<file path="config.mk">
export PLATFORM = sky130hd
export DESIGN_NAME = gain_stereo_scheduler
export DESIGN_NICKNAME = d
export VERILOG_FILES = /design/src/rtl/gain_stereo_scheduler.sv
export SDC_FILE = /design/constraint.sdc
export NUM_CORES = 2
export LEC_CHECK = 0
export CORE_UTILIZATION = 40
export DETAILED_ROUTE_END_ITERATION = 10
export GPL_TIMING_DRIVEN = 0
export PLACE_DENSITY_LB_ADDON = 0.3
export SETUP_SLACK_MARGIN = 0.02
export SYNTH_ARGS = -nofsm -noshare
export SYNTH_HDL_FRONTEND = slang
export SYNTH_SLANG_ARGS = --single-unit
</file>
<file path="constraint.sdc">
create_clock -name clock -period 25.4 [get_ports clock]
set_input_delay 5.08 -clock clock [delete_from_list [all_inputs] [get_ports clock]]
set_output_delay 5.08 -clock clock [all_outputs]
set_load 0.03 [all_outputs]
</file>
<file path="src/rtl/gain_stereo_scheduler.sv">
// Stereo gain scheduler: one shared multiply/dequantize/shift datapath serves the left
// and right channels round-robin, and ramps the applied volume once per completed stereo pair.
module gain_stereo_scheduler #(
  parameter int          BITS      = 10,
  parameter int          OUT_SHIFT = 4,
  parameter logic [15:0] VOL_INIT  = 16'd1024,
  parameter logic [15:0] RAMP_STEP = 16'd16
) (
  input  logic        clock,
  input  logic        reset,
  output logic        l_rd_en,
  input  logic        l_empty,
  input  logic [31:0] l_dout,
  output logic        r_rd_en,
  input  logic        r_empty,
  input  logic [31:0] r_dout,
  output logic        l_wr_en,
  input  logic        l_full,
  output logic [31:0] l_din,
  output logic        r_wr_en,
  input  logic        r_full,
  output logic [31:0] r_din,
  input  logic        vol_wr_en,
  input  logic [15:0] vol_din,
  input  logic        mute,
  output logic [15:0] cur_vol
);

  typedef enum logic [1:0] {IDLE = 2'd0, WRITE = 2'd1} state_t;
  typedef enum logic {CH_LEFT = 1'b0, CH_RIGHT = 1'b1} ch_t;

  localparam logic signed [63:0] TRUNC_BIAS = (64'sd1 <<< BITS) - 64'sd1;

  state_t      state, next_state;
  ch_t         last_served, grant;
  logic [31:0] result;
  logic        pair_flag;
  logic [15:0] target;

  logic               grant_l, grant_r, pop, ramp_event;
  logic signed [31:0] sample;
  logic signed [63:0] product, dequant;
  logic [31:0]        gained;
  logic [15:0]        eff_target, vol_diff, vol_step, ramped_vol;

  // Both eligible: the channel not served last wins; otherwise whichever is ready.
  assign grant_r = !r_empty && (l_empty || last_served == CH_LEFT);
  assign grant_l = !l_empty && !grant_r;

  always_comb begin
    sample  = grant_r ? $signed(r_dout) : $signed(l_dout);
    product = $signed({{32{sample[31]}}, sample}) * $signed({48'd0, cur_vol});
    // Bias negative products so the shift truncates toward zero, not toward -inf.
    dequant = product[63] ? ((product + TRUNC_BIAS) >>> BITS) : (product >>> BITS);
    gained  = 32'(dequant <<< OUT_SHIFT);
  end

  always_comb begin
    eff_target = mute ? 16'd0 : target;
    vol_diff   = (cur_vol < eff_target) ? (eff_target - cur_vol) : (cur_vol - eff_target);
    vol_step   = (vol_diff > RAMP_STEP) ? RAMP_STEP : vol_diff;
    ramped_vol = (cur_vol < eff_target) ? (cur_vol + vol_step) : (cur_vol - vol_step);
  end

  // NOTE: every output of a combinational block gets a default first, so no path leaves it
  // unassigned and no latch is inferred.
  always_comb begin
    next_state = state;
    pop        = 1'b0;
    l_rd_en    = 1'b0;
    r_rd_en    = 1'b0;
    l_wr_en    = 1'b0;
    r_wr_en    = 1'b0;
    case (state)
      IDLE: begin
        if (grant_l || grant_r) begin
          pop        = 1'b1;
          l_rd_en    = grant_l;
          r_rd_en    = grant_r;
          next_state = WRITE;
        end
      end
      WRITE: begin
        if (grant == CH_RIGHT ? !r_full : !l_full) begin
          l_wr_en    = (grant == CH_LEFT);
          r_wr_en    = (grant == CH_RIGHT);
          next_state = IDLE;
        end
      end
      default: next_state = IDLE;
    endcase
  end

  assign l_din      = l_wr_en ? result : 32'd0;
  assign r_din      = r_wr_en ? result : 32'd0;
  assign ramp_event = r_wr_en && pair_flag;

  // NOTE: sequential state uses non-blocking assignments so every register sees the
  // pre-edge values; this is what lets a coincident vol_wr_en leave the ramp on the old target.
  always_ff @(posedge clock or posedge reset) begin
    if (reset) begin
      state       <= IDLE;
      last_served <= CH_RIGHT;
      grant       <= CH_LEFT;
      result      <= 32'd0;
      pair_flag   <= 1'b0;
      cur_vol     <= VOL_INIT;
      target      <= VOL_INIT;
    end else begin
      state <= next_state;
      if (pop) begin
        result <= gained;
        grant  <= grant_r ? CH_RIGHT : CH_LEFT;
      end
      if (l_wr_en) begin
        last_served <= CH_LEFT;
        pair_flag   <= 1'b1;
      end
      if (r_wr_en) begin
        last_served <= CH_RIGHT;
        pair_flag   <= 1'b0;
      end
      if (ramp_event) cur_vol <= ramped_vol;
      if (vol_wr_en)  target  <= vol_din;
    end
  end

endmodule

</file>
==> flow_metrics.env <==
export IMPL_setup_tns_ns=0
export IMPL_slew_violations=0
export IMPL_cp_max_fo=10
export IMPL_dieWidth_um=249
export IMPL_post_route_period_util_pct=60.8
export IMPL_synth_area_mm2=0.0244
export IMPL_cts_sinks=64
export IMPL_gp_congestion=0.937
export IMPL_finalWirelength_mm=74.9
export IMPL_rows=90
export IMPL_slew_headroom_pct=11.7
export IMPL_dr_first_iter_drc_count=1511
export IMPL_clockBufferDepth=2
export IMPL_antenna_found_initial=2
export IMPL_n_fill_cell=6040
export IMPL_port_buffers=162
export IMPL_arrival_ns=15.65
export IMPL_synth_area_leaders="fa_1 40%, inv_1 10%, ha_1 8.4%"
export IMPL_avgSynthCellArea_um2=8.55
export IMPL_critical_path_required_ns=25.62
export IMPL_worstMarginPinSlew_ns=1.32
export IMPL_syn2layout_area_growth_pct=11.9
export IMPL_drt_pass1_iter_count=5
export IMPL_final_common_cell="inv_1"
export IMPL_cts_resized=0
export IMPL_cp_start_kind="input pin"
export IMPL_maxCapViolCount=0
export IMPL_final_cell_mix="648 x inv_1, 492 x fa_1, 387 x nand2_1"
export IMPL_ant_nets=0
export IMPL_routedWlPerCell_um=19.6
export IMPL_ctsHoldBuffers=0
export IMPL_synth_top_area_share_pct=40.4
export IMPL_io_pins=172
export IMPL_synth_area_leader_cell="fa_1"
export IMPL_slowest_delay_ns=1.04
export IMPL_setup_viol=0
export IMPL_crit_type="in2reg"
export IMPL_layout_drive_gt1_share_pct=3.59
export IMPL_cts_root_buf="clkbuf_16"
export IMPL_start_util_pct=40.4
export IMPL_fmax_mhz=64.8
export IMPL_period_needed_ns=15.43
export IMPL_nNetsFinal=3778
export IMPL_clock_skew_ns=0.0116
export IMPL_viasPerCell=5.20
export IMPL_critPathCaptureType="flip-flop"
export IMPL_grt_overflow_total=0
export IMPL_cts_htree_levels=3
export IMPL_grt_pass1_vias=20700
export IMPL_rsz0062_at_grt="false"
export IMPL_die_area_mm2=0.0620
export IMPL_hpwlAfterDp_mm=61.6
export IMPL_synth_cell_types=82
export IMPL_hold_depth=2
export IMPL_cts_buffers=9
export IMPL_ys_flop_type="dfrtp_1"
export IMPL_hold_viol_final=0
export IMPL_synth_warnings=0
export IMPL_status="finished, final reports clean"
export IMPL_clkTransAtPathRegs_ns=0.06
export IMPL_vias=19900
export IMPL_netlist_instances=2854
export IMPL_whs_ns=0.502
export IMPL_hold_path_class="reg2reg"
export IMPL_cts_setup_buffers=0
export IMPL_ys_ff_latch=64
export IMPL_async_reset_ff_share_pct=100
export IMPL_synth_edf_count=0
export IMPL_cpMaxStageDelayCell="clkbuf_1"
export IMPL_core_mm2=0.0604
export IMPL_grt_pass1_wl_mm=118
export IMPL_r2r_cells=28
export IMPL_ys_seq_area_share_pct=6.58
export IMPL_grtUsageTotal_pct=25.0
export IMPL_drc=0
export IMPL_grt_max_degree=65
export IMPL_fp_dieH_um=249
export IMPL_cts_tree="done"
export IMPL_clk_latency_ns=0.34
## synthesized netlist by cell type (all sizes together) (6+ instances only)
cell    count
o21a       21
nor2b      13
a31oi      16
o21ai      87
a21o       35
a211oi      8
xor2       27
and3       17
nand2     387
a221oi      6
and2      202
mux2i      27
clkbuf    110
mux2       52
xnor2      53
fa        492
o211ai      7
ha        164
inv       650
nor3       28
o21bai      8
or3        12
nor2      116
nand4      14
nand3      25
nand2b     26
dfrtp      61
nor4       13
buf        16
a21oi      71
## state kept, by name, indices dropped and copies added (netlist names)
| signal | cells |
|---|---|
| cur_vol | 16 |
| grant | 1 |
| last_served | 1 |
| pair_flag | 1 |
| result | 28 |
| state | 1 |
| target | 16 |
## routing by layer
layer	part of all wire (%)	vias to the layer above	global-route usage [%]
met5	0	-	0
met4	3.4	0	7.49
met3	6.9	123	3.80
met2	48	673	42.7
met1	42	10000	32.5
li1	-	9051	-
## worst max-delay path: cells and delay by family
kind	cells	cell delay [ns]
adder cells (fa/ha/maj)	7	3.47
buffers and inverters	9	2.58
AO/OA/AOI/OAI	6	2.14
AND/OR/NAND/NOR	6	1.66
multiplexers	1	0.52
XOR/XNOR	1	0.15
## path summary, 6_finish.rpt
check,start,end,slack (ns)
max,l_empty,result[26]$_DFFE_PP0P_,9.97
min in group asynchronous,reset,result[23]$_DFFE_PP0P_,5.26
min,result[23]$_DFFE_PP0P_,result[23]$_DFFE_PP0P_,0.50
max reg2reg,last_served$_DFFE_PP1P_,result[26]$_DFFE_PP0P_,14.94
max in group asynchronous,reset,target[14]$_DFFE_PP0P_,19.58
min reg2reg,result[23]$_DFFE_PP0P_,result[23]$_DFFE_PP0P_,0.50
## cell families after synthesis
logic type                 synth area share [%]
AOI/OAI and AO/OA                          8.65
xor gates and xnor gates                   2.87
adders and majority gates                  48.8
buffers and inverters                      12.1
DFF                                        6.58
muxes                                      3.52
other                                    0.0154
and+or+nand+nor                            17.5
## stage by stage
stage / instances / util [%] / cell area (µm²) / setup slack (ns)
after floorplan: 2861 / - / 24400 / 12.67
after global placement: 3805 / 44.8 / 27000 / 9.21
after detailed placement: 3805 / 44.8 / 27000 / 9.31
after CTS: 3821 / 45.3 / 27300 / 9.64
after global routing: 3821 / 45.3 / 27300 / 9.43
final: 3822 / 45.3 / 27300 / 9.97
## cell type report
class / count / area (µm²) / area share [%]
Tap cell: 782 / 978 / 3.58
Clock inverter: 7 / 56.3 / 0.206
Buffer: 126 / 513 / 1.88
Antenna cell: 1 / 2.50 / 0.00916
Timing Repair Buffer: 162 / 1620 / 5.94
Inverter: 653 / 2450 / 8.98
Multi-Input combinational cell: 2018 / 19900 / 72.7
Sequential cell: 64 / 1610 / 5.88
Clock buffer: 9 / 225 / 0.824
Power is not shown: default switching activity piles up to over one toggle a cycle in this logic, so the estimate is an artifact.
